## config.mk

```make
export PLATFORM = sky130hd
export DESIGN_NAME = constraint_witness_gen
export DESIGN_NICKNAME = d
export VERILOG_FILES = /design/src/rtl/witness_pkg.sv /design/src/rtl/witness_cand_step.sv /design/src/rtl/constraint_witness_gen.sv
export SDC_FILE = /design/constraint.sdc
export NUM_CORES = 1
export LEC_CHECK = 0
export BUFFER_PORTS_ARGS = -buffer_cell sky130_fd_sc_hd__buf_2
export CAP_MARGIN = 25
export CORE_ASPECT_RATIO = 2
export CORE_MARGIN = 1.5
export CORE_UTILIZATION = 45
export CTS_CLUSTER_SIZE = 25
export DETAILED_ROUTE_END_ITERATION = 7
export PLACE_DENSITY_LB_ADDON = 0.12
export SLEW_MARGIN = 15
export SYNTH_ARGS = -nofsm -noshare
export SYNTH_HDL_FRONTEND = slang
export SYNTH_HIERARCHICAL = 1
export SYNTH_SLANG_ARGS = --single-unit
export TNS_END_PERCENT = 20
```

## constraint.sdc

```tcl
create_clock -name clk -period 4 [get_ports clk]
set_input_delay 1.2 -clock clk [delete_from_list [all_inputs] [get_ports clk]]
set_output_delay 1.2 -clock clk [all_outputs]
set_load 0.01 [all_outputs]
```

## src/rtl/witness_pkg.sv

```systemverilog
// Shared definitions for the constraint witness generator.
//   state_t       : search FSM states
//   A_W_DEF/B_W_DEF : default operand widths
//   golden_check  : internal reference predicate, (a - b) mod 2^aw == all-ones
package witness_pkg;

    localparam int A_W_DEF = 16;
    localparam int B_W_DEF = 12;

    typedef enum logic [1:0] {
        ST_IDLE  = 2'd0,
        ST_ISSUE = 2'd1,
        ST_WAIT  = 2'd2,
        ST_DONE  = 2'd3
    } state_t;

    // Operands arrive zero-extended to 32 bits; aw selects the modulus, so the
    // function serves any A_W up to 32 without being parameterised.
    function automatic logic golden_check(input logic [31:0] a,
                                          input logic [31:0] b,
                                          input int unsigned aw);
        logic [31:0] diff;
        logic [31:0] mask;
        diff = a - b;
        mask = (aw >= 32) ? 32'hFFFF_FFFF : ((32'd1 << aw) - 32'd1);
        return (diff & mask) == mask;
    endfunction

endpackage

```

## src/rtl/witness_cand_step.sv

```systemverilog
// Candidate stepping counters.
//   clk, rst_n      : clock, asynchronous active-low reset
//   load            : capture seed_a/seed_b as candidate 0
//   adv             : step to the next candidate (a += 1, b += 2, both wrapping)
//   seed_a, seed_b  : first candidate
//   cand_a, cand_b  : current candidate (registered)
module witness_cand_step #(
    parameter int A_W = 16,
    parameter int B_W = 12
) (
    input  logic           clk,
    input  logic           rst_n,
    input  logic           load,
    input  logic           adv,
    input  logic [A_W-1:0] seed_a,
    input  logic [B_W-1:0] seed_b,
    output logic [A_W-1:0] cand_a,
    output logic [B_W-1:0] cand_b
);

    always_ff @(posedge clk or negedge rst_n) begin
        if (!rst_n) begin
            cand_a <= '0;
            cand_b <= '0;
        end else if (load) begin
            cand_a <= seed_a;
            cand_b <= seed_b;
        end else if (adv) begin
            // Wrap is intentional and silent: plain modulo arithmetic.
            cand_a <= cand_a + A_W'(1);
            cand_b <= cand_b + B_W'(2);
        end
    end

endmodule

```

## src/rtl/constraint_witness_gen.sv

```systemverilog
// Constraint witness generator: walks candidates (seed_a + k, seed_b + 2k),
// offers each to an external checker over a valid/ready handshake, and stops
// at the first candidate the checker accepts or when max_iter is exhausted.
// Each external verdict is compared against an internal golden check; any
// disagreement sets the sticky mismatch flag (the external verdict still wins).
//   clk, rst_n            : clock, asynchronous active-low reset
//   start                 : one-cycle search request, honoured only when idle
//   seed_a, seed_b        : first candidate
//   max_iter              : candidate budget (0 = finish without candidates)
//   cand_valid/cand_ready : candidate handshake to the checker
//   cand_a, cand_b        : candidate on offer
//   res_valid, res_sat    : checker verdict
//   busy                  : search in progress
//   done                  : one-cycle completion pulse
//   found, sol_a, sol_b   : outcome and witness, held until the next start
//   iter_cnt              : candidates judged in the current/last search
//   mismatch              : sticky external/internal verdict disagreement
module constraint_witness_gen
    import witness_pkg::*;
#(
    parameter int A_W = A_W_DEF,
    parameter int B_W = B_W_DEF
) (
    input  logic           clk,
    input  logic           rst_n,
    input  logic           start,
    input  logic [A_W-1:0] seed_a,
    input  logic [B_W-1:0] seed_b,
    input  logic [15:0]    max_iter,
    output logic           cand_valid,
    input  logic           cand_ready,
    output logic [A_W-1:0] cand_a,
    output logic [B_W-1:0] cand_b,
    input  logic           res_valid,
    input  logic           res_sat,
    output logic           busy,
    output logic           done,
    output logic           found,
    output logic [A_W-1:0] sol_a,
    output logic [B_W-1:0] sol_b,
    output logic [15:0]    iter_cnt,
    output logic           mismatch
);

    state_t      state;
    logic [15:0] max_iter_q;
    logic        step_load;
    logic        step_adv;
    logic        last_cand;
    logic        golden;

    assign last_cand = (iter_cnt + 16'd1) == max_iter_q;
    assign golden    = golden_check(32'(cand_a), 32'(cand_b), A_W);

    // Counter controls are decoded from the same conditions the FSM uses, so
    // the counters move on exactly the edges where the FSM changes candidate.
    always_comb begin
        step_load = 1'b0;
        step_adv  = 1'b0;
        if (state == ST_IDLE && start)
            step_load = 1'b1;
        if (state == ST_WAIT && res_valid && !res_sat && !last_cand)
            step_adv = 1'b1;
    end

    witness_cand_step #(
        .A_W (A_W),
        .B_W (B_W)
    ) u_cand_step (
        .clk    (clk),
        .rst_n  (rst_n),
        .load   (step_load),
        .adv    (step_adv),
        .seed_a (seed_a),
        .seed_b (seed_b),
        .cand_a (cand_a),
        .cand_b (cand_b)
    );

    always_ff @(posedge clk or negedge rst_n) begin
        if (!rst_n) begin
            state      <= ST_IDLE;
            max_iter_q <= '0;
            cand_valid <= 1'b0;
            busy       <= 1'b0;
            done       <= 1'b0;
            found      <= 1'b0;
            sol_a      <= '0;
            sol_b      <= '0;
            iter_cnt   <= '0;
            mismatch   <= 1'b0;
        end else begin
            done <= 1'b0;
            unique case (state)
                ST_IDLE: begin
                    if (start) begin
                        max_iter_q <= max_iter;
                        found      <= 1'b0;
                        sol_a      <= '0;
                        sol_b      <= '0;
                        iter_cnt   <= '0;
                        mismatch   <= 1'b0;
                        if (max_iter == 16'd0) begin
                            state <= ST_DONE;
                            done  <= 1'b1;
                        end else begin
                            state      <= ST_ISSUE;
                            cand_valid <= 1'b1;
                            busy       <= 1'b1;
                        end
                    end
                end
                ST_ISSUE: begin
                    if (cand_ready) begin
                        state      <= ST_WAIT;
                        cand_valid <= 1'b0;
                    end
                end
                ST_WAIT: begin
                    if (res_valid) begin
                        iter_cnt <= iter_cnt + 16'd1;
                        if (res_sat != golden)
                            mismatch <= 1'b1;
                        if (res_sat) begin
                            sol_a <= cand_a;
                            sol_b <= cand_b;
                            found <= 1'b1;
                            state <= ST_DONE;
                            done  <= 1'b1;
                            busy  <= 1'b0;
                        end else if (last_cand) begin
                            found <= 1'b0;
                            state <= ST_DONE;
                            done  <= 1'b1;
                            busy  <= 1'b0;
                        end else begin
                            state      <= ST_ISSUE;
                            cand_valid <= 1'b1;
                        end
                    end
                end
                ST_DONE: begin
                    state <= ST_IDLE;
                end
                default: begin
                    state <= ST_IDLE;
                end
            endcase
        end
    end

endmodule

```

# Yosys cells after proc, flatten, opt, wreduce, memory -nomap -nowiden
# Cells that the tools add are included.
# op_classes
addsub,4
n_mul,0
n_div,0
magnitude_cmp,0
eq_ne,15
shift,0
mux,47
n_bitwise,0
n_reduce_logical,19
# ops
operator,count
2-to-1 mux 16 bit,6
case mux 16 bit (2 select lines),2
2-to-1 mux 12 bit,5
"adder 16 x 1 -> 16 bit, second input constant",2
case mux 12 bit (2 select lines),1
2-to-1 mux 1 bit,21
== test 16 bit,1
"== test 16 bit, second input constant",1
zero test 16 bit,1
subtractor 16 x 12 -> 16 bit,1
"inequality test 2 bit, second input constant",7
"adder 12 x 2 -> 12 bit, second input constant",1
2-to-1 mux 2 bit,6
AND reduction 4 bit,3
case mux 1 bit (2 select lines),4
case mux 2 bit (4 select lines),1
AND reduction 7 bit,1
AND reduction 3 bit,2
AND reduction 5 bit,1
"== test 2 bit, second input constant",2
logical AND 1 bit,4
nonzero test 2 bit,2
"inequality test 3 bit, second input constant",1
case mux 1 bit (3 select lines),1
7 further kinds,8
# word_totals
register_bits,95
latchBits,0
ramBits,0
mem_bits_ro,0
output_inout_bits,77
mem_count,0

# Logic depth before layout (Yosys ltp)
# depth
word_depth,7
ltp_mapped,14
depth_no_buf,13

# Hierarchy
# The synthesis kept the hierarchy.
# modules_own_cells
module,instances,cells_per_inst,area_each_um2,seq_area_each_um2
constraint_witness_gen,1,442,4018.9,1676.6
witness_cand_step,1,159,1488.9,700.7

# Worst setup path before layout
# No wires, ideal clock.
# synth_timing
path_type,reg-to-reg
startpoint,register iter_cnt[0]
endpoint,register u_cand_step.cand_a[14]
setup_ns,0.069
t_arrival_ns,3.055
t_required_ns,3.931
slack_ns,0.876
stages_incl_launch_ff,14
cell_sequence,dfrtp_1 -> ha_1 -> nand4_2 -> nor4_4 -> and3_2 -> xnor2_1 -> nor4_1 -> a31o_2 -> nor2_1 -> buf_6 -> and3_4 -> nand3_4 -> or4_1 -> nand3_1
# synth_via
elab_chain_len,6
# synth_lines
element,line_no,text
start: declaration,constraint_witness_gen.sv:41,"output logic [15:0] iter_cnt,"
start signal: assignment,constraint_witness_gen.sv:121,iter_cnt <= iter_cnt + 16'd1;
adder 16 x 1 -> 16 bit,constraint_witness_gen.sv:52,assign last_cand = (iter_cnt + 16'd1) == max_iter_q;
== test 16 bit,constraint_witness_gen.sv:52,
zero test 1 bit,constraint_witness_gen.sv:62,if (state == ST_WAIT && res_valid && !res_sat && !last_cand)
logical AND 1 bit,constraint_witness_gen.sv:62,
2-to-1 mux 1 bit,constraint_witness_gen.sv:62,
net step_adv,constraint_witness_gen.sv:48,logic step_adv;
nonzero test 2 bit (no line),--,
end signal: assignment,witness_cand_step.sv:30,cand_a <= cand_a + A_W'(1);
end: declaration,witness_cand_step.sv:17,"output logic [A_W-1:0] cand_a,"
# The timed path passes the listed nets, and every way through them passes these cells.
# A chain may end at the register's enable or synchronous reset.

# Worst setup path after layout
# layout_timing
startpoint,register iter_cnt[0]
endpoint,register u_cand_step.cand_a[13]
# Same word-level chain as after synthesis.

==> results.cfg <==
[cts]
htree_levels = 3
tritoncts = done
cts.path.max_buffers = 2
postCtsHoldBufs = 0
clock_latency_ns = 0.34
cts_root_buf = clkbuf_16
numClockSinks = 95
post_cts_buffers = 0
path_clk_slew_ns = 0.07
ctsResizeCount = 0
cts_buffers = 9

[logic_synthesis]
synthCells = 601
synth_area_um2 = 5508
ys_types = 66
synthTopCellsByArea = dfrtp_1 (43%), nand2_1 (7.2%), o21ai_0 (5.8%)
synth_area_leader_cell = dfrtp_1
synth.avg_cell_area_um2 = 9.164
ys_ff_latch = 95
yosysSeqAreaShare = 0.4316
synth_edf_count = 0
syn-num-nets = 668
synth_top_flop_cell = dfrtp_1
async_flop_share = 1.000
yosysTopAreaCellShare = 0.4316
ys_warn_count = 6

[timing]
hold_viol_final = 0
rsz0062_at_grt = false
min_period_over_period = 0.8981
maxSlewHeadroom = 0.5023
max_freq_mhz = 278.4
hold_ws_ns = 0.4804
slew_viol_final = 0
tightestPinTransition_ns = 0.7465
worst_clock_skew_ns = 0.008450
setup_violations = 0
period_needed_ns = 3.592
tns_ns = 0

[global_routing]
grt_max_degree = 96
grt.overflow.total = 0
grt_pass1_wl_um = 24760
grt_pass1_vias = 5071
antenna_found_initial = 0
grt_usage = 0.2491

[pwr]
p_leak_nw = 3.027
peakVddDrop_v = 0.0004431
p_comb_frac = 0.490
clkPwrFrac = 0.163
power_frac_seq = 0.347
switching_share = 0.4450
p_sw_mw = 2.313
p_per_area_nw_per_um2 = 788.9
internal_power_mw = 2.884

[detailed_routing]
vias_per_cell = 5.642
vias = 4920
drt-pass1-iter-count = 4
drtIter0Drc = 244
wl_per_cell_um = 17.78
routed_wl_um = 15500
drc_errors = 0
ant_nets = 0

[worst_setup_path]
r2r-end = u_cand_step/cand_a[13]
cp_data_arrival_time_ns = 3.85
end_kind = flip-flop
cp_max_fo = 11
r2r_cells = 13
start_kind = flip-flop
critical-path-slowest-cell = dfrtp_1
reg2reg_slack_ns = 0.41
slowest_delay_ns = 0.45
crit_type = flip-flop to flip-flop
crit_required_ns = 4.26
rr_startpoint = iter_cnt[0]
path_cells = ha_1 -> nand4_2 -> nor4_4 -> and3_2 -> xnor2_1 -> nor4_1 -> a31o_2 -> nor2_1 -> buf_4 -> and4_1 -> nand3_2 -> or3_1 -> a31oi_1

[die]
coreArea_um2 = 12050
ios = 127
row_count = 57
start_util = 0.4570
die_h_um = 159.5
die-area_um2 = 12950
die_w_um = 81.23

[worst_hold_path]
hold_path_end = sol_b[8]
whs_path_depth = 2
hold_path.class = flip-flop to flip-flop
hp-start = sol_b[8]

[final_layout]
layout.nets = 788
drive_gt1_frac = 0.2634
n_antenna_cell = 0
fin_util = 0.5466
postLayoutCellArea_um2 = 6588
layout.cells.non_filler = 872
area_growth_pct = 19.60

[outcome]
outcome = finished, final reports clean

[placed_design]
io_buffers = 126
dpl_cell_area_um2 = 6300
gp_congestion = 0.9048
dp.cells = 857
dp_hpwl_um = 11720

[run]
max-cap-violations = 0
==> state kept, by name, indices dropped and copies added, names as in the netlist <==
| name | cells |
|---|---|
| state | 2 |
| sol_a | 16 |
| mismatch | 1 |
| sol_b | 12 |
| iter_cnt | 16 |
| cand_valid | 1 |
| found | 1 |
| busy | 1 |
| u_cand_step/cand_a | 16 |
| done | 1 |
| u_cand_step/cand_b | 12 |
| max_iter_q | 16 |
==> layer usage <==
layer	track usage	part of all wire	vias to the layer above
li1	-	-	2351
met1	0.2592	0.35	2366
met2	0.4636	0.56	167
met3	0.03668	0.045	36
met4	0.1215	0.045	0
met5	0	0	-
==> Yosys cell counts (4+ instances only) <==
library cell  count
xor2_1           22
buf_2             6
inv_1            25
nand3_1          18
nand2_1         105
nor2_1           34
a31oi_1           8
a21oi_1          13
a22o_1            4
nand2b_1          6
nor3_1           10
o31ai_1          17
o211ai_1          5
nor2b_1           5
buf_1             4
ha_1             16
dfrtp_1          95
nor4_1            9
o21ai_0          64
clkbuf_1         13
xnor2_1          26
nand4_1           9
mux2_2           19
==> worst max-delay path: cells and delay by family, from the launching register on <==
family / cells / cell delay, ns
flops: 1 / 0.45
fa+ha+maj: 1 / 0.29
simple gates: 8 / 1.95
compound gates: 2 / 0.46
xor+xnor: 1 / 0.12
buf+inv: 1 / 0.22
==> per-stage QoR <==
step / worst slack (ns) / power, mW
3_3_place_gp: 0.5180 / 4.275
4_1_cts: 0.4088 / 5.223
5_1_grt: 0.04541 / 5.605
2_1_floorplan: 0.8757 / 3.465
3_5_place_dp: 0.4445 / 4.358
6_report: 0.4077 / 5.197
==> layout by cell type (no fill, tap or decap), types with 4 or more instances in the layout <==
cell / Yosys / routed
a21oi_1: 13 / 13
a22o_1: 4 / 4
a31oi_1: 8 / 8
buf_2: 6 / 125
buf_4: 2 / 9
clkbuf_16: 0 / 9
dfrtp_1: 95 / 95
ha_1: 16 / 16
inv_1: 25 / 25
mux2_2: 19 / 19
nand2_1: 105 / 105
nand2b_1: 6 / 6
nand3_1: 18 / 18
nand4_1: 9 / 9
nor2_1: 34 / 34
nor2b_1: 5 / 5
nor3_1: 10 / 10
nor4_1: 9 / 9
o211ai_1: 5 / 5
o21ai_0: 64 / 64
o31ai_1: 17 / 17
xnor2_1: 26 / 26
xor2_1: 22 / 22
==> cells by family (layout without fill, tap and decap cells) <==
family | Yosys count | count (layout) | synth area share
AO/OA/AOI/OAI | 140 | 140 | 0.1597
XOR/XNOR | 49 | 49 | 0.07928
adder cells (fa/ha/maj) | 17 | 17 | 0.03998
buffers and inverters | 51 | 175 | 0.03885
flip-flops | 95 | 95 | 0.4316
multiplexers | 22 | 22 | 0.04430
AND/OR/NAND/NOR | 227 | 227 | 0.2063
==> power by group through the flow <==
stage,combinational (mW),sequential (mW),clock (mW)
after floorplan,1.70,1.77,0
after global placement,2.47,1.80,0
after detailed placement,2.54,1.82,0
after CTS,2.55,1.81,0.868
after global routing,2.85,1.85,0.905
final,2.55,1.80,0.847
==> how the worst max path moves through the flow <==
stage | slack [ns] | cells after the start | end | from
final | 0.41 | 13 | u_cand_step/cand_a[13] | iter_cnt[0]
after global routing | 0.05 | 13 | u_cand_step/cand_a[13] | iter_cnt[0]
after CTS | 0.41 | 13 | u_cand_step/cand_a[13] | iter_cnt[0]
after detailed placement | 0.44 | 13 | u_cand_step/cand_a[13] | iter_cnt[0]
after global placement | 0.52 | 13 | u_cand_step/cand_a[13] | iter_cnt[0]
after floorplan | 0.88 | 13 | u_cand_step/cand_a[14] | iter_cnt[0]
==> area by class of cell <==
class	instances	area, µm²
flip-flops and latches	95	2377
inverters	25	93.84
clock buffers	9	225.2
clock inverters	6	62.56
repair buffers	135	713.2
fillers	1139	5465
well taps	147	183.9
multi-input cells	455	2932
(Power assumes the default switching activity.)
